File: src/rtl/gth_link_bringup_ctrl.sv
// Bring-up and recovery sequencer for one GTH transceiver wizard instance.
// Define GTH_CTRL_STABLE_FILTER_EN to require STABLE_CYC consecutive good RX cycles before LINK_UP.
module gth_link_bringup_ctrl #(
    parameter int unsigned RST_HOLD_CYC = 16,
    parameter int unsigned TIMEOUT_CYC  = 1000000,
    parameter int unsigned MAX_RETRY    = 7,
    parameter int unsigned STABLE_CYC   = 64
) (
    input  logic       clk_in,
    input  logic       rst_n_in,
    input  logic       restart_in,
    input  logic       gtpowergood_in,
    input  logic       reset_tx_done_in,
    input  logic       reset_rx_done_in,
    input  logic       rx_cdr_stable_in,
    output logic       reset_all_out,
    output logic       reset_rx_datapath_out,
    output logic       datagen_en_out,
    output logic       link_up_out,
    output logic       fail_out,
    output logic [3:0] retry_cnt_out,
    output logic [2:0] state_out
);

    localparam logic [2:0] PWR_WAIT   = 3'd0;
    localparam logic [2:0] RST_HOLD   = 3'd1;
    localparam logic [2:0] WAIT_TX    = 3'd2;
    localparam logic [2:0] WAIT_RX    = 3'd3;
    localparam logic [2:0] LINK_UP    = 3'd4;
    localparam logic [2:0] RX_RECOVER = 3'd5;
    localparam logic [2:0] TIMEOUT    = 3'd6;
    localparam logic [2:0] FAIL       = 3'd7;

    localparam int unsigned HOLD_W = (RST_HOLD_CYC > 1) ? $clog2(RST_HOLD_CYC) : 1;
    localparam int unsigned TMO_W  = $clog2(TIMEOUT_CYC);
    localparam logic [HOLD_W-1:0] HOLD_LAST = HOLD_W'(RST_HOLD_CYC - 1);
    localparam logic [TMO_W-1:0]  TMO_LAST  = TMO_W'(TIMEOUT_CYC - 1);
    localparam logic [3:0]        RETRY_LIM = 4'(MAX_RETRY);

    logic [3:0]        meta_q, sync_q;
    logic              s_pg, s_tx, s_rx, s_cdr, rx_good, rx_ok;
    logic [2:0]        state_q, state_d;
    logic [3:0]        retry_q, retry_d, retry_inc;
    logic [HOLD_W-1:0] hold_cnt_q, hold_cnt_d;
    logic [TMO_W-1:0]  tmo_cnt_q, tmo_cnt_d;
    logic              same_state;
    logic              reset_all_q, rx_dp_q, link_q, fail_q;

    // Wizard status outputs are asynchronous to clk_in.
    always_ff @(posedge clk_in or negedge rst_n_in) begin
        if (!rst_n_in) begin
            meta_q <= '0;
            sync_q <= '0;
        end else begin
            meta_q <= {gtpowergood_in, reset_tx_done_in, reset_rx_done_in, rx_cdr_stable_in};
            sync_q <= meta_q;
        end
    end

    assign s_pg    = sync_q[3];
    assign s_tx    = sync_q[2];
    assign s_rx    = sync_q[1];
    assign s_cdr   = sync_q[0];
    assign rx_good = s_rx & s_cdr;

    assign retry_inc = (retry_q == 4'hF) ? retry_q : retry_q + 4'd1;

    always_comb begin
        state_d = state_q;
        retry_d = retry_q;
        if (restart_in) begin
            retry_d = '0;
            state_d = (state_q == PWR_WAIT && !s_pg) ? PWR_WAIT : RST_HOLD;
        end else if (!s_pg && state_q != PWR_WAIT && state_q != FAIL) begin
            state_d = PWR_WAIT;
        end else begin
            case (state_q)
                PWR_WAIT:   if (s_pg) state_d = RST_HOLD;
                RST_HOLD:   if (hold_cnt_q == HOLD_LAST) state_d = WAIT_TX;
                WAIT_TX: begin
                    if (s_tx)                        state_d = WAIT_RX;
                    else if (tmo_cnt_q == TMO_LAST) state_d = TIMEOUT;
                end
                WAIT_RX: begin
                    if (!s_tx)                       state_d = RST_HOLD;
                    else if (rx_ok)                  state_d = LINK_UP;
                    else if (tmo_cnt_q == TMO_LAST) state_d = TIMEOUT;
                end
                LINK_UP: begin
                    if (!s_tx)          state_d = RST_HOLD;
                    else if (!rx_good)  state_d = RX_RECOVER;
                end
                RX_RECOVER: if (hold_cnt_q == HOLD_LAST) state_d = WAIT_RX;
                TIMEOUT: begin
                    retry_d = retry_inc;
                    state_d = (retry_inc >= RETRY_LIM) ? FAIL : RST_HOLD;
                end
                FAIL:       state_d = FAIL;
            endcase
        end
    end

    // A restart re-enters RST_HOLD from RST_HOLD, so it must also clear the dwell counters.
    assign same_state = (state_d == state_q) && !restart_in;
    assign hold_cnt_d = ((state_q == RST_HOLD || state_q == RX_RECOVER) && same_state) ?
                        hold_cnt_q + 1'b1 : '0;
    assign tmo_cnt_d  = ((state_q == WAIT_TX || state_q == WAIT_RX) && same_state) ?
                        tmo_cnt_q + 1'b1 : '0;

`ifdef GTH_CTRL_STABLE_FILTER_EN
    localparam int unsigned STAB_W = (STABLE_CYC > 1) ? $clog2(STABLE_CYC) : 1;
    localparam logic [STAB_W-1:0] STAB_LAST = STAB_W'(STABLE_CYC - 1);

    logic [STAB_W-1:0] stab_cnt_q, stab_cnt_d;

    assign rx_ok      = rx_good && (stab_cnt_q == STAB_LAST);
    assign stab_cnt_d = (state_q == WAIT_RX && state_d == WAIT_RX && rx_good) ?
                        stab_cnt_q + 1'b1 : '0;

    always_ff @(posedge clk_in or negedge rst_n_in) begin
        if (!rst_n_in) stab_cnt_q <= '0;
        else           stab_cnt_q <= stab_cnt_d;
    end
`else
    logic unused_stable_cyc;
    assign unused_stable_cyc = ^STABLE_CYC;
    assign rx_ok             = rx_good;
`endif

    always_ff @(posedge clk_in or negedge rst_n_in) begin
        if (!rst_n_in) begin
            state_q    <= PWR_WAIT;
            retry_q    <= '0;
            hold_cnt_q <= '0;
            tmo_cnt_q  <= '0;
        end else begin
            state_q    <= state_d;
            retry_q    <= retry_d;
            hold_cnt_q <= hold_cnt_d;
            tmo_cnt_q  <= tmo_cnt_d;
        end
    end

    // Outputs are registered from the next state so they change on the same edge as the state.
    always_ff @(posedge clk_in or negedge rst_n_in) begin
        if (!rst_n_in) begin
            reset_all_q <= 1'b1;
            rx_dp_q     <= 1'b0;
            link_q      <= 1'b0;
            fail_q      <= 1'b0;
        end else begin
            reset_all_q <= (state_d == PWR_WAIT) || (state_d == RST_HOLD) || (state_d == FAIL);
            rx_dp_q     <= (state_d == RX_RECOVER);
            link_q      <= (state_d == LINK_UP);
            fail_q      <= (state_d == FAIL);
        end
    end

    assign reset_all_out         = reset_all_q;
    assign reset_rx_datapath_out = rx_dp_q;
    assign datagen_en_out        = link_q;
    assign link_up_out           = link_q;
    assign fail_out              = fail_q;
    assign retry_cnt_out         = retry_q;
    assign state_out             = state_q;

endmodule
File: config.mk
export PLATFORM = sky130hd
export DESIGN_NAME = gth_link_bringup_ctrl
export DESIGN_NICKNAME = d
export VERILOG_FILES = /design/src/rtl/gth_link_bringup_ctrl.sv
export SDC_FILE = /design/constraint.sdc
export NUM_CORES = 1
export LEC_CHECK = 0
export CAP_MARGIN = 40
export CELL_PAD_IN_SITES_DETAIL_PLACEMENT = 0
export CELL_PAD_IN_SITES_GLOBAL_PLACEMENT = 1
export CORE_MARGIN = 1.5
export CORE_UTILIZATION = 52
export CTS_CLUSTER_SIZE = 30
export DETAILED_ROUTE_END_ITERATION = 8
export DONT_BUFFER_PORTS = 1
export GPL_TIMING_DRIVEN = 0
export PLACE_DENSITY_LB_ADDON = 0.1
export SKIP_LAST_GASP = 1
export SYNTH_ARGS = -nofsm -noshare
export SYNTH_HDL_FRONTEND = slang
export SYNTH_SLANG_ARGS = --single-unit
File: constraint.sdc
create_clock -name clk_in -period 4.05 [get_ports clk_in]
set_input_delay 0.81 -clock clk_in [delete_from_list [all_inputs] [get_ports clk_in]]
set_output_delay 0.81 -clock clk_in [all_outputs]
set_load 0.05 [all_outputs]
==> reports/metrics.cfg <==
[outcome]
status=finished, final reports clean

[setup_path]
worstPathMaxFanout=7
crit_chain=ha_1 > nor3b_1 > o21ai_0 > a41o_1 > a21oi_1 > or4_1 > nor2_1
dominant_delay_contributor_by_cell_family_on_the_critical_path=simple AND/OR/NAND/NOR gates
slowest_delay_ns=0.75
critical_path.reg2reg.startpoint=retry_cnt_out[0]$_DFFE_PN0P_
worstSetupStartpoint=retry_cnt_out[0]$_DFFE_PN0P_
worst-endpoint-arrival_ns=2.93
critical_path_required_ns=4.27
worstPathBufferInverterCount=0
critical-path-slowest-cell=sky130_fd_sc_hd__dfrtp_1
critPathCaptureType=flop
worstSetupStartpointType=flop
worst-setup-path-type=reg -> reg

[clock_network]
post_cts_hold_buffer_count=0
clock-sinks=43
clkTransAtPathRegs_ns=0.08
clkLatencyLatePin_ns=0.29
cts_tree=yes
cts-buffers-inserted=5
post_cts_resize_count=0
clock-root-buffer=sky130_fd_sc_hd__clkbuf_8
cts.htree.levels=2
total_setup_buffers_inserted_after_cts=0
clock_tree.buffer_depth=2

[floorplan]
die_width_microns=67.4
design.core.area_sq_um=4000
io-pin-count=19
floorplan.initialDensity_pct=53.9
design.die.area_sq_um=4540
rows=23
overall_die_height_microns=67.4

[placed_design]
detailedPlacementHpwl_mm=2.88
placedCellCount=268
gp_congestion=0.791
numPortBuffers=0
dpl_worst_slack_ns=1.38

[layout]
area_growth_syn_to_layout_pct=8.35
area_of_the_multi_input_gates_sq_um=1000
drive_gt1_share_pct=7.52
final_net_count=235
instances_no_fill=276
antennaDiodeCount=0
layout.core_utilization_pct=58.4
num-fill-cells=353
ff_latch_area_sq_um=1080

[routing]
first_pass_iters=4
routed_wire_length_mm=3.96
routedWlPerCell_microns=14.4
drt_iter0_drc=109
residual_drc_count=0
drtAntennaViolNets=0
route.detailed.vias_per_inst=5.73
total_via_count_in_the_routed_design=1582

[grt]
grt_pass1_wl_mm=6.74
first_global_vias=1466
antenna_violations_before_repair=0
grt.total_usage_pct=19.9
grt.overflow.total=0
maximum_number_of_pins_on_one_net_before_global_route_repair=44

[logic_synthesis]
syn-instance-count=218
synth_sequential_area_ratio_pct=49.9
ys_top_cells_by_count=sky130_fd_sc_hd__dfrtp_1, sky130_fd_sc_hd__nor2_1, sky130_fd_sc_hd__nand3_1, sky130_fd_sc_hd__xor2_1, sky130_fd_sc_hd__nand2_1
yosysMostFrequentCell=sky130_fd_sc_hd__dfrtp_1
syn-mean-instance-area_sq_um=9.89
postSynth.asyncResetShare_pct=100
synth_edf_count=0
synth.ff_latch_count=43
yosysUniqueCellTypes=46
ys_warn_count=0
ys_top_cells_by_area=sky130_fd_sc_hd__dfrtp_1, sky130_fd_sc_hd__xor2_1, sky130_fd_sc_hd__nor2_1
yosys.area.top_type=sky130_fd_sc_hd__dfrtp_1
yosys_most_used_dff=sky130_fd_sc_hd__dfrtp_1
yosys.area.top_type_share_pct=48.7
syn_std_cell_area_sq_um=2160
mappedNetlistNets=228

[sta]
max_fclk_ghz=0.369
setup_repair_after_global_routing_missed_its_margin=false
max_slew_margin_pct=57.7
setup_tns_final_ns=0
worst-slew-pin-transition_ns=0.634
fin_worst_skew_ns=0.00459
worst_slack_ns=1.34
timing_max_transition_violations_final=0
fin_crit_ns=2.71
post_route_clock_period_utilization_pct=66.9
setup_violations=0
final_hold_violation_count=0

[run]
max_cap_violations=0

[pwr]
static_leakage_nw=0.994
power_per_cell_area_nw_per_um2=341
ir_drop_mv=0.234

[worst_hold_path]
hold_path_class=in -> async

## cell type report
type | instances | area share (%)
clock buffers | 6 | 3.53
multi-input cells | 160 | 42.9
clock inverters | 2 | 1.50
plain buffers | 7 | 1.98
inverters | 8 | 1.28
flip-flops and latches | 43 | 46.1
well taps | 50 | 2.68
## kinds of logic (layout without fill, tap and decap cells)
kind of cell	after synthesis	after routing	synth area share, %
xor+xnor	21	21	8.53
buf+inv	15	23	3.54
compound gates	29	29	9.75
fa+ha+maj	3	3	1.74
mux	3	3	1.39
simple gates	104	104	25.1
flops	43	43	49.9
## registers in the layout, indices dropped and copies added (netlist names)
signal	count
reset_all_out	1
state_out	3
tmo_cnt_q	20
retry_cnt_out	4
reset_rx_datapath_out	1
meta_q	4
hold_cnt_q	4
fail_out	1
sync_q	4
datagen_en_out	1
## routing by layer
metal	global-route usage (%)	routed length [microns]
met1	28.3	1940
met4	6.89	42
met2	30.0	1760
met3	4.33	215
met5	0	0
## placed cells by master (no fill, tap or decap), types with 2 or more instances in the layout
master / n
sky130_fd_sc_hd__nand4b_1: 2
sky130_fd_sc_hd__mux2i_1: 3
sky130_fd_sc_hd__and4_1: 4
sky130_fd_sc_hd__nor4_1: 2
sky130_fd_sc_hd__nor3_1: 4
sky130_fd_sc_hd__ha_1: 3
sky130_fd_sc_hd__nand2b_1: 2
sky130_fd_sc_hd__nand4_1: 5
sky130_fd_sc_hd__xor2_1: 16
sky130_fd_sc_hd__nor2_1: 33
sky130_fd_sc_hd__nand2_1: 15
sky130_fd_sc_hd__and2_1: 3
sky130_fd_sc_hd__nor3b_1: 2
sky130_fd_sc_hd__xnor2_1: 5
sky130_fd_sc_hd__buf_6: 2
sky130_fd_sc_hd__nor2b_1: 5
sky130_fd_sc_hd__inv_1: 8
sky130_fd_sc_hd__o21ai_0: 7
sky130_fd_sc_hd__nand3_1: 16
sky130_fd_sc_hd__clkbuf_8: 6
sky130_fd_sc_hd__a21oi_1: 6
sky130_fd_sc_hd__a21o_1: 2
sky130_fd_sc_hd__or4_1: 2
sky130_fd_sc_hd__clkbuf_1: 3
sky130_fd_sc_hd__and3_1: 3
sky130_fd_sc_hd__dfrtp_1: 42
sky130_fd_sc_hd__a31oi_1: 3
## report_power, final
group	switching, W	leakage (nW)	total [W]	internal [W]
Combinational	0.0000111	0.357	0.0000165	0.00000545
Clock	0.000139	0.0612	0.000338	0.000199
Sequential	0.00000704	0.576	0.000441	0.000434
Total	0.000157	0.994	0.000796	0.000639
## path summary, 6_finish.rpt
| check | cells past startpoint | slack (ns) | to |
|---|---|---|---|
| max | 7 | 1.34 | hold_cnt_q[0]$_DFF_PN0_ |
| min | 0 | 0.21 | retry_cnt_out[2]$_DFFE_PN0P_ |
| max reg2reg | 7 | 1.34 | hold_cnt_q[0]$_DFF_PN0_ |
| min reg2reg | 0 | 0.35 | sync_q[1]$_DFF_PN0_ |
| max in group asynchronous | 0 | 3.66 | reset_all_out$_DFF_PN1_ |
| min in group clk_in | 0 | 0.35 | sync_q[1]$_DFF_PN0_ |
## metrics by stage
step                hold WS, ns  area (sq um)  power (W)
floorplan                 0.331          2160   0.000461
global placement          0.333          2220   0.000465
detailed placement        0.338          2220   0.000466
CTS                       0.197          2340   0.000807
global route              0.190          2340   0.000828
finish                    0.209          2340   0.000796
(Power assumes the default switching activity.)
==> RTL change (same flow settings) <==
The parameter `TIMEOUT_CYC` goes from 1000000 to 250000.
--- a/src/rtl/gth_link_bringup_ctrl.sv
+++ b/src/rtl/gth_link_bringup_ctrl.sv
@@ -2,7 +2,7 @@
 // Define GTH_CTRL_STABLE_FILTER_EN to require STABLE_CYC consecutive good RX cycles before LINK_UP.
 module gth_link_bringup_ctrl #(
     parameter int unsigned RST_HOLD_CYC = 16,
-    parameter int unsigned TIMEOUT_CYC  = 1000000,
+    parameter int unsigned TIMEOUT_CYC  = 250000,
     parameter int unsigned MAX_RETRY    = 7,
     parameter int unsigned STABLE_CYC   = 64
 ) (
Formal check against the unedited RTL: same outputs for any inputs over 10 cycles, from zero or initial values and one cycle with rst_n_in low; that may be too few to reach the edited logic, so the function may still have changed.
==> RTL change against the original RTL <==
  * Sequential cell count shrank 2
  * Synthesized area decreased by 0.23%
  * Largest cell class is now multi-input gates
  * Critical endpoint is now tmo_cnt_q[3]
  * Routed wire length up 1.0%
  * Cell area down 0.11%
  * Sequential share of layout area fell by 2.1 points
  * Total power grew 0.37%
  * Worst setup slack better by 0.28 ns
  * Critical path type unchanged
==> RTL change: results <==
# TYPE chip_impl_metric gauge
chip_impl_info{name="run_status",value="completed"} 1
chip_impl_metric{name="power_leakage",unit="nW"} 0.977
chip_impl_info{name="ys_top_cells_by_area",value="dfrtp_1, xor2_1, nor2_1, nand3_1, xnor2_1"} 1
chip_impl_metric{name="count_of_yosys_warnings_during_synthesis",unit=""} 0
chip_impl_metric{name="timing_worst_slew_pin_value",unit="ns"} 0.656
chip_impl_metric{name="min_period",unit="ns"} 2.43
chip_impl_metric{name="r2r_slack",unit="ns"} 1.62
chip_impl_metric{name="clock_skew",unit="ns"} 0.00799
chip_impl_metric{name="max_vdd_drop",unit="mV"} 0.242
chip_impl_metric{name="synth_edf_count",unit=""} 0
chip_impl_metric{name="synth_area_per_cell",unit="um2"} 10.1
chip_impl_metric{name="drt_iter0_drc",unit=""} 85
chip_impl_metric{name="routed_via_density",unit=""} 5.59
chip_impl_metric{name="gp_congestion",unit=""} 0.914
chip_impl_metric{name="grt_first_pass_wirelength",unit="um"} 7070
chip_impl_metric{name="cts-resized-gates",unit=""} 0
chip_impl_info{name="commonest_non_fill_non_tap_cell_in_the_layout",value="dfrtp_1"} 1
chip_impl_metric{name="timing.hold.ws",unit="ns"} 0.201
chip_impl_metric{name="grt_pass1_vias",unit=""} 1551
chip_impl_metric{name="placedCellCount",unit=""} 263
chip_impl_metric{name="wirelength",unit="um"} 4000
chip_impl_metric{name="post_synth_num_cell_types",unit=""} 54
chip_impl_metric{name="largest_register_ff_count",unit=""} 18
chip_impl_metric{name="total_global_route_track_usage",unit="%"} 20.8
chip_impl_info{name="worst-setup-path-type",value="reg -> reg"} 1
chip_impl_metric{name="cp_max_fo",unit=""} 10
chip_impl_metric{name="fin_cells",unit=""} 271
chip_impl_metric{name="synth_sequential_area_ratio",unit="%"} 47.7
chip_impl_metric{name="hpwlAfterDp",unit="um"} 2870
chip_impl_metric{name="num-nets-final",unit=""} 230
chip_impl_metric{name="syn-num-nets",unit=""} 223
chip_impl_metric{name="largest_net_degree_at_the_start_of_global_routing",unit=""} 42
chip_impl_info{name="ys_top_cells_by_count",value="dfrtp_1, nor2_1, nand2_1"} 1
chip_impl_metric{name="final_layout_size_suffix_gt1_share",unit="%"} 17.6
chip_impl_info{name="hold_path_class",value="in -> async"} 1
chip_impl_metric{name="worstPathArrival",unit="ns"} 2.65
chip_impl_metric{name="cell_internal_pwr",unit="mW"} 0.629
## RTL change: cell count changes in the layout (fill, tap and decap cells not counted), moves of 3 or more
cell,before,now
nor2_1,33,22
nor2_2,0,10
and3_1,3,8
inv_1,8,4
nand2b_1,2,6
o21ai_0,7,3
xor2_1,16,12
and4_1,4,1
clkbuf_1,3,0
xnor2_1,5,8
## RTL change: metal layers
layer / up-vias / track usage, % / routed length (um)
met5: - / 0 / 0
met4: 0 / 9.69 / 78
met3: 8 / 5.83 / 246
met2: 44 / 31.9 / 1820
met1: 719 / 27.4 / 1860
li1: 743 / - / -
## RTL change: final timing paths
path	end	depth (start not counted)
max reg2reg	tmo_cnt_q[3]	8
min reg2reg	sync_q[1]	0
min	retry_cnt_out[3]	0
max	tmo_cnt_q[3]	8
max in group asynchronous	reset_all_out	0
min in group clk_in	sync_q[1]	0
## RTL change: worst max-delay path, stage by stage (launching register included)
cell      delay (ns)
dfrtp_1         0.63
ha_1            0.40
nand2b_1        0.18
o22ai_1         0.17
nand3_1         0.13
a211o_1         0.35
a31o_1          0.24
buf_6           0.15
nor2_2          0.10
## RTL change: stage by stage
step	total power [mW]	utilization [%]	instance area [um2]
2_1_floorplan	0.457	-	2150
3_5_place_dp	0.465	55.4	2210
4_1_cts	0.807	58.4	2330
5_1_grt	0.832	58.4	2330
6_report	0.799	58.4	2330
3_3_place_gp	0.464	55.4	2210
## RTL change: power groups by stage
| stage | registers [mW] | logic (mW) | clock network (mW) |
|---|---|---|---|
| 6_report | 0.424 | 0.0330 | 0.342 |
| 3_5_place_dp | 0.432 | 0.0328 | 0 |
| 3_3_place_gp | 0.431 | 0.0322 | 0 |
| 5_1_grt | 0.425 | 0.0366 | 0.371 |
| 4_1_cts | 0.424 | 0.0332 | 0.351 |
| 2_1_floorplan | 0.430 | 0.0268 | 0 |
## RTL change: area by class of cell
class / instances / area (um2)
Buffer: 8 / 66.3
Inverter: 6 / 22.5
Multi-Input combinational cell: 158 / 1040
Clock buffer: 6 / 82.6
Tap cell: 50 / 62.6
Sequential cell: 41 / 1030
Fill cell: 346 / 1670
Clock inverter: 2 / 37.5
## RTL change: logic make-up (layout without fill, tap and decap cells)
| group | Yosys count | in the layout | synth area share [%] |
|---|---|---|---|
| and+or+nand+nor | 104 | 104 | 27.3 |
| DFF | 41 | 41 | 47.7 |
| AOI/OAI and AO/OA | 30 | 30 | 10.5 |
| xor gates and xnor gates | 20 | 20 | 8.14 |
| buffers and inverters | 14 | 22 | 4.13 |
| adders and majority gates | 3 | 3 | 1.74 |
| muxes | 1 | 1 | 0.465 |
